==> src/rtl/doc_hw_cmd_arb_if.sv <==
// Command/response channel bundle between the command requesters, the
// round-robin arbiter and the shared sensor mailbox command/response ports.
interface doc_hw_cmd_arb_if #(
    parameter int N_REQ = 2
);
    // Requester side
    logic [N_REQ-1:0]    req_i;
    logic [N_REQ-1:0]    req_valid_i;
    logic [32*N_REQ-1:0] req_data_i;
    logic [N_REQ-1:0]    req_sop_i;
    logic [N_REQ-1:0]    req_eop_i;
    logic [N_REQ-1:0]    req_ready_o;
    logic [N_REQ-1:0]    grant_o;

    // Shared command sink side
    logic                cmd_valid_o;
    logic [31:0]         cmd_data_o;
    logic                cmd_sop_o;
    logic                cmd_eop_o;
    logic                cmd_ready_i;

    // Response monitoring and status
    logic                rsp_valid_i;
    logic                rsp_eop_i;
    logic [N_REQ-1:0]    rsp_owner_o;
    logic                timeout_o;
    logic                stray_rsp_o;
    logic                busy_o;

    // Arbiter view
    modport slave (
        input  req_i, req_valid_i, req_data_i, req_sop_i, req_eop_i,
        input  cmd_ready_i, rsp_valid_i, rsp_eop_i,
        output req_ready_o, grant_o,
        output cmd_valid_o, cmd_data_o, cmd_sop_o, cmd_eop_o,
        output rsp_owner_o, timeout_o, stray_rsp_o, busy_o
    );

    // Surrounding system view (requesters, command sink, response source)
    modport master (
        output req_i, req_valid_i, req_data_i, req_sop_i, req_eop_i,
        output cmd_ready_i, rsp_valid_i, rsp_eop_i,
        input  req_ready_o, grant_o,
        input  cmd_valid_o, cmd_data_o, cmd_sop_o, cmd_eop_o,
        input  rsp_owner_o, timeout_o, stray_rsp_o, busy_o
    );
endinterface

==> src/rtl/doc_hw_cmd_arb.sv <==
// Round-robin arbiter for the shared sensor command/response channel.
// One requester owns the channel from grant until its response end-of-packet
// arrives (or the response timeout fires); its command packet is passed
// straight through to the command sink while it owns the channel.
module doc_hw_cmd_arb #(
    parameter int N_REQ          = 2,
    parameter int TIMEOUT_CYCLES = 4096
) (
    input  logic              clk,
    input  logic              reset,
    doc_hw_cmd_arb_if.slave   bus
);

    localparam int PTR_W = (N_REQ > 1) ? $clog2(N_REQ) : 1;
    localparam int CNT_W = (TIMEOUT_CYCLES > 1) ? $clog2(TIMEOUT_CYCLES) : 1;

    typedef enum logic [1:0] {
        ST_IDLE     = 2'd0,
        ST_CMD      = 2'd1,
        ST_WAIT_RSP = 2'd2
    } state_e;

    state_e             state_q, state_d;
    logic [N_REQ-1:0]   grant_q, grant_d;
    logic [PTR_W-1:0]   gidx_q,  gidx_d;
    logic [PTR_W-1:0]   ptr_q,   ptr_d;
    logic [CNT_W-1:0]   cnt_q,   cnt_d;
    logic               timeout_q, timeout_d;
    logic               stray_q,   stray_d;

    logic               found;
    logic               beat_fire;
    logic               beat_eop;
    logic [PTR_W-1:0]   ptr_after_owner;

    // Granted requester's beat handshake and end-of-packet marker.
    assign beat_fire = bus.req_valid_i[gidx_q] & bus.cmd_ready_i;
    assign beat_eop  = bus.req_eop_i[gidx_q];

    // Priority moves to the requester just after the one that finished.
    assign ptr_after_owner = (gidx_q == PTR_W'(N_REQ - 1)) ? '0 : gidx_q + PTR_W'(1);

    // State register and all registered outputs.
    // NOTE: sequential state uses non-blocking assignments so every register
    // samples the pre-edge values, independent of statement order.
    always_ff @(posedge clk or posedge reset) begin
        if (reset) begin
            state_q   <= ST_IDLE;
            grant_q   <= '0;
            gidx_q    <= '0;
            ptr_q     <= '0;
            cnt_q     <= '0;
            timeout_q <= 1'b0;
            stray_q   <= 1'b0;
        end else begin
            state_q   <= state_d;
            grant_q   <= grant_d;
            gidx_q    <= gidx_d;
            ptr_q     <= ptr_d;
            cnt_q     <= cnt_d;
            timeout_q <= timeout_d;
            stray_q   <= stray_d;
        end
    end

    // Next-state logic: round-robin pick, packet tracking, response/timeout.
    // NOTE: every signal written here gets a default first so no path leaves
    // it unassigned, which would otherwise infer a latch.
    always_comb begin
        state_d   = state_q;
        grant_d   = grant_q;
        gidx_d    = gidx_q;
        ptr_d     = ptr_q;
        cnt_d     = '0;
        timeout_d = 1'b0;
        stray_d   = bus.rsp_valid_i && (state_q != ST_WAIT_RSP);
        found     = 1'b0;

        case (state_q)
            ST_IDLE: begin
                // Search upward from the pointer, wrapping at N_REQ.
                for (int k = 0; k < N_REQ; k++) begin
                    if (!found && bus.req_i[(int'(ptr_q) + k) % N_REQ]) begin
                        found   = 1'b1;
                        gidx_d  = PTR_W'((int'(ptr_q) + k) % N_REQ);
                        grant_d = N_REQ'(1) << ((int'(ptr_q) + k) % N_REQ);
                        state_d = ST_CMD;
                    end
                end
            end

            ST_CMD: begin
                // Ownership is held until the end-of-packet beat is accepted,
                // whether or not the owner keeps req_i asserted.
                if (beat_fire && beat_eop) begin
                    state_d = ST_WAIT_RSP;
                end
            end

            ST_WAIT_RSP: begin
                cnt_d = cnt_q + CNT_W'(1);
                if (bus.rsp_valid_i && bus.rsp_eop_i) begin
                    // A response on the final count cycle still wins.
                    state_d = ST_IDLE;
                    grant_d = '0;
                    ptr_d   = ptr_after_owner;
                end else if (cnt_q == CNT_W'(TIMEOUT_CYCLES - 1)) begin
                    state_d   = ST_IDLE;
                    grant_d   = '0;
                    ptr_d     = ptr_after_owner;
                    timeout_d = 1'b1;
                end
            end

            default: begin
                state_d = ST_IDLE;
                grant_d = '0;
            end
        endcase
    end

    // Command pass-through mux, active only while the owner is sending.
    always_comb begin
        bus.cmd_valid_o = 1'b0;
        bus.cmd_data_o  = '0;
        bus.cmd_sop_o   = 1'b0;
        bus.cmd_eop_o   = 1'b0;
        bus.req_ready_o = '0;
        if (state_q == ST_CMD) begin
            bus.cmd_valid_o         = bus.req_valid_i[gidx_q];
            bus.cmd_data_o          = bus.req_data_i[32*int'(gidx_q) +: 32];
            bus.cmd_sop_o           = bus.req_sop_i[gidx_q];
            bus.cmd_eop_o           = bus.req_eop_i[gidx_q];
            bus.req_ready_o[gidx_q] = bus.cmd_ready_i;
        end
    end

    // Status outputs derived from the registered state.
    assign bus.grant_o     = grant_q;
    assign bus.rsp_owner_o = (state_q == ST_WAIT_RSP) ? grant_q : '0;
    assign bus.timeout_o   = timeout_q;
    assign bus.stray_rsp_o = stray_q;
    assign bus.busy_o      = (state_q != ST_IDLE);

endmodule

==> src/flat_wrapper.sv <==
// flat-port wrapper written by rule: the top's interface ports become plain ports
module doc_hw_cmd_arb_flat 
#(
    parameter int N_REQ          = 2,
    parameter int TIMEOUT_CYCLES = 4096
)
  (clk, reset, bus_req_i, bus_req_valid_i, bus_req_data_i, bus_req_sop_i, bus_req_eop_i, bus_cmd_ready_i, bus_rsp_valid_i, bus_rsp_eop_i, bus_req_ready_o, bus_grant_o, bus_cmd_valid_o, bus_cmd_data_o, bus_cmd_sop_o, bus_cmd_eop_o, bus_rsp_owner_o, bus_timeout_o, bus_stray_rsp_o, bus_busy_o);
  doc_hw_cmd_arb_if #(.N_REQ(N_REQ)) bus_i ();
  input  logic clk;
  input  logic reset;
  input wire logic [$bits(bus_i.req_i)-1:0] bus_req_i;
  input wire logic [$bits(bus_i.req_valid_i)-1:0] bus_req_valid_i;
  input wire logic [$bits(bus_i.req_data_i)-1:0] bus_req_data_i;
  input wire logic [$bits(bus_i.req_sop_i)-1:0] bus_req_sop_i;
  input wire logic [$bits(bus_i.req_eop_i)-1:0] bus_req_eop_i;
  input wire logic [$bits(bus_i.cmd_ready_i)-1:0] bus_cmd_ready_i;
  input wire logic [$bits(bus_i.rsp_valid_i)-1:0] bus_rsp_valid_i;
  input wire logic [$bits(bus_i.rsp_eop_i)-1:0] bus_rsp_eop_i;
  output wire logic [$bits(bus_i.req_ready_o)-1:0] bus_req_ready_o;
  output wire logic [$bits(bus_i.grant_o)-1:0] bus_grant_o;
  output wire logic [$bits(bus_i.cmd_valid_o)-1:0] bus_cmd_valid_o;
  output wire logic [$bits(bus_i.cmd_data_o)-1:0] bus_cmd_data_o;
  output wire logic [$bits(bus_i.cmd_sop_o)-1:0] bus_cmd_sop_o;
  output wire logic [$bits(bus_i.cmd_eop_o)-1:0] bus_cmd_eop_o;
  output wire logic [$bits(bus_i.rsp_owner_o)-1:0] bus_rsp_owner_o;
  output wire logic [$bits(bus_i.timeout_o)-1:0] bus_timeout_o;
  output wire logic [$bits(bus_i.stray_rsp_o)-1:0] bus_stray_rsp_o;
  output wire logic [$bits(bus_i.busy_o)-1:0] bus_busy_o;
  assign bus_i.req_i = bus_req_i;
  assign bus_i.req_valid_i = bus_req_valid_i;
  assign bus_i.req_data_i = bus_req_data_i;
  assign bus_i.req_sop_i = bus_req_sop_i;
  assign bus_i.req_eop_i = bus_req_eop_i;
  assign bus_i.cmd_ready_i = bus_cmd_ready_i;
  assign bus_i.rsp_valid_i = bus_rsp_valid_i;
  assign bus_i.rsp_eop_i = bus_rsp_eop_i;
  assign bus_req_ready_o = bus_i.req_ready_o;
  assign bus_grant_o = bus_i.grant_o;
  assign bus_cmd_valid_o = bus_i.cmd_valid_o;
  assign bus_cmd_data_o = bus_i.cmd_data_o;
  assign bus_cmd_sop_o = bus_i.cmd_sop_o;
  assign bus_cmd_eop_o = bus_i.cmd_eop_o;
  assign bus_rsp_owner_o = bus_i.rsp_owner_o;
  assign bus_timeout_o = bus_i.timeout_o;
  assign bus_stray_rsp_o = bus_i.stray_rsp_o;
  assign bus_busy_o = bus_i.busy_o;
  doc_hw_cmd_arb #(.N_REQ(N_REQ), .TIMEOUT_CYCLES(TIMEOUT_CYCLES)) u_core (.clk(clk), .reset(reset), .bus(bus_i));
endmodule
==> config.mk <==
export PLATFORM = sky130hd
export DESIGN_NAME = doc_hw_cmd_arb_flat
export DESIGN_NICKNAME = d
export VERILOG_FILES = /design/src/rtl/doc_hw_cmd_arb_if.sv /design/src/rtl/doc_hw_cmd_arb.sv /design/src/flat_wrapper.sv
export SDC_FILE = /design/constraint.sdc
export NUM_CORES = 1
export LEC_CHECK = 0
export ABC_CLOCK_PERIOD_IN_PS = 1600
export BUFFER_PORTS_ARGS = -buffer_cell sky130_fd_sc_hd__buf_2
export CELL_PAD_IN_SITES_DETAIL_PLACEMENT = 1
export CELL_PAD_IN_SITES_GLOBAL_PLACEMENT = 2
export CORE_MARGIN = 5
export CORE_UTILIZATION = 20
export DETAILED_ROUTE_END_ITERATION = 8
export PLACE_DENSITY_LB_ADDON = 0.1
export SYNTH_ARGS = -nofsm -noshare
export SYNTH_HDL_FRONTEND = slang
export SYNTH_SLANG_ARGS = --single-unit
==> constraint.sdc <==
create_clock -name clk -period 1.6 [get_ports clk]
set_input_delay 0.32 -clock clk [delete_from_list [all_inputs] [get_ports clk]]
set_output_delay 0.32 -clock clk [all_outputs]
set_load 0.01 [all_outputs]
==> impl_results.md <==
- Die area: 0.009417 mm²
- Latest clock arrival within the worst-skew pair: 0.26 ns
- Failing checks: negative setup slack
- Final WL: 6079 µm
- CP Max Fanout: 20
- Initial antenna violation count: 0
- F_max: 0.6160 GHz
- Max Cap Viol: 0
- Critical Path RT: 1.28 ns
- Nets: 389
- Clock sinks: 20
- GPL Wtd Cong: 0.7115
- Sequential cell area: 503.0 µm²
- Final hold slack: 0.07402 ns
- Global route overflow: 0
- Die height: 97.04 µm
- Total core area: 0.007331 mm²
- Initial Util: 20.67%
- Syn avg cell area: 8.465 µm²
- DR DRC count: 0
- Synth Register Bits: 20
- Max-slew headroom: 77.85%
- Worst path arrival time: 1.30 ns
- IO Pins: 121
- Fin worst setup slack: -0.02333 ns
- Initial DRC Count: 19
- CTS tree: built
- Ant diodes: 0
- P_leak: 1.391 nW
- Worst hold path type: input port to asynchronous set/reset pin
- Syn nets: 257
- Final Cell Area: 0.002507 mm²
- Gr busiest metal: met2
- Filler cell count: 914
- Main synth FF type: dfrtp_1
- Placed cell area: 0.002298 mm²
- GR met1 Demand/Resource: 12.70%
- Netlist cell types: 34
- Util after Layout: 34.20%
- Post-synth top cells: nor2_1, mux2i_1, dfrtp_1, inv_1, o21ai_0
- Top-count cell post-synth: nor2_1
- CTS buffer count: 3
- CTS Hold Bufs: 0
- RSZ-0062 raised after global routing: true
- Drt pass-1 iters: 4
- GRT Overall Usage: 11.91%
- Synth area leader: dfrtp_1
- Final setup fails: 8
- Post-detailed-placement half-perimeter wirelength: 4796 µm
- Clock buffer depth: 2
- Cell Rows: 31
- Largest net degree at the start of global routing: 36
- Post-Synthesis Cells: 179
- Port Buffers: 120
- Seq/Total Area, Yosys: 33.03%
- Worst-Margin Slew: 0.3297 ns
- GR Util met3: 3.165%
- Count of pins over their slew limit: 0
- First-pass GRT wire length: 9232 µm
- Synthesis-to-layout area growth: 65.48%
- Status: complete, but fails checks
- Tmin final: 1.623 ns
- Post-synth EDFFs: 0
- Share of cells above drive strength 1: 53.23%
- Vias in the first global route: 1876
- Dominant cells by area after synthesis: dfrtp_1, mux2i_1, nor2_1
- Area occupied by multi-input gates: 0.001001 mm²
- Grt met2 use: 23.04%
- Routed via count: 1751
- Antenna Nets Post-Route: 0
- Die Wd: 97.04 µm
- Via-per-instance ratio: 4.281
- Top cell type's share of synthesized area: 33.03%
- Clk_skew: 0.003622 ns
- CTS H-Tree Depth: 1
- CTS root buf: clkbuf_8
- Clk slew on worst S/H paths: 0.07 ns
- VDD IR max: 0.5978 mV
- Crit end category: primary output
- Average wire per standard cell: 14.86 µm
- Critical Path Source: u_core.gidx_q
- Cell area after synthesis: 0.001515 mm²
- Power Density: 1440 mW/mm²
- Synth Warn #: 0
- CP startpoint kind: flip-flop
- Fin crit share: 101.5%
- Final hold violations: 0
- FF-to-FF Start: u_core.cnt_q[0]
- Post-synth ARST share: 100.0%
- Crit path kind: flip-flop to primary output
final timing paths:
kind,depth (start not counted),slack [ns],to
max in group asynchronous,3,1.30,u_core.gidx_q
hold / removal,3,0.07,u_core.ptr_q
setup / recovery,4,-0.02,bus_cmd_eop_o
hold reg to reg,1,0.53,u_core.bus.grant_o[0]
setup reg to reg,5,0.06,u_core.bus.grant_o[0]
min in group clk,2,0.28,u_core.bus.stray_rsp_o
state kept, by name (all words and copies together), names as in the netlist:
name	cells
u_core.bus.timeout_o	1
u_core.state_q	2
u_core.bus.stray_rsp_o	1
u_core.cnt_q	12
u_core.bus.grant_o	2
u_core.gidx_q	1
u_core.ptr_q	1
worst max-delay path: stages (launching register included):
cell	delay [ns]
dfrtp_2	0.42
buf_12	0.19
mux2i_2	0.23
nor2_1	0.05
buf_2	0.14
report_power, final:
| group | switching (W) | total [W] | internal (W) |
|---|---|---|---|
| sequential | 0.000101 | 0.000708 | 0.000607 |
| clock | 0.000166 | 0.000343 | 0.000177 |
| combinational | 0.00130 | 0.00256 | 0.00126 |
| total | 0.00157 | 0.00361 | 0.00204 |
cell usage in the layout (no fill, tap or decap), types with 2 or more instances in the layout:
cell type,netlist,layout
buf_2,5,119
nor2_1,48,37
mux2i_1,36,31
dfrtp_1,20,18
nor2_2,0,11
buf_4,1,9
o21ai_0,7,7
inv_1,7,7
xnor2_1,6,6
nand2_1,5,5
nand3_1,5,5
mux2i_2,0,5
buf_6,0,5
a21oi_1,4,4
and2_1,4,4
nor3_1,3,3
or3_1,3,3
clkbuf_8,0,3
buf_12,0,3
a21o_1,2,2
and3_1,2,2
dfrtp_2,0,2
metal layers:
metal / part of all wire (%) / vias up / wire [µm]
met4: 1.0 / 0 / 63
met3: 5.1 / 4 / 313
li1: - / 866 / -
met2: 55 / 54 / 3342
met5: 0 / - / 0
met1: 39 / 827 / 2359
cell families (layout without fill, tap and decap cells):
| logic type | Yosys count | after routing | synth area share, % |
|---|---|---|---|
| and+or+nand+nor | 79 | 79 | 26.26 |
| muxes | 36 | 36 | 23.78 |
| DFF | 20 | 20 | 33.03 |
| AOI/OAI and AO/OA | 18 | 18 | 6.936 |
| buffers and inverters | 18 | 149 | 5.119 |
| xor gates and xnor gates | 7 | 7 | 4.046 |
| adders and majority gates | 1 | 1 | 0.8256 |
final cells by class:
| class | count | share of cell area [%] |
|---|---|---|
| Sequential cell | 20 | 20.06 |
| Clock buffer | 4 | 1.796 |
| Multi-Input combinational cell | 141 | 39.92 |
| Tap cell | 99 | 4.940 |
| Timing Repair Buffer | 137 | 32.09 |
| Inverter | 8 | 1.198 |
per-stage QoR:
stage / instances / total power (W) / TNS (ns) / setup WS (ns)
after floorplan: 179 / 0.001975 / 0 / 0.1384
after global placement: 397 / 0.002915 / 0 / 0.09773
after detailed placement: 397 / 0.002912 / 0 / 0.03849
after CTS: 401 / 0.003299 / -0.3694 / -0.04231
after global routing: 409 / 0.003892 / -2.711 / -0.1188
final: 409 / 0.003610 / -0.06927 / -0.02333
repair_timing:
item,4_1_cts,5_1_grt
endpoints found under the setup margin,36,42
endpoints found under the hold margin,0,0
pin swaps,0,2
resized for setup,2,23
gates cloned,0,3
setup buffers,0,5
Power figures use the tool's default switching activity.
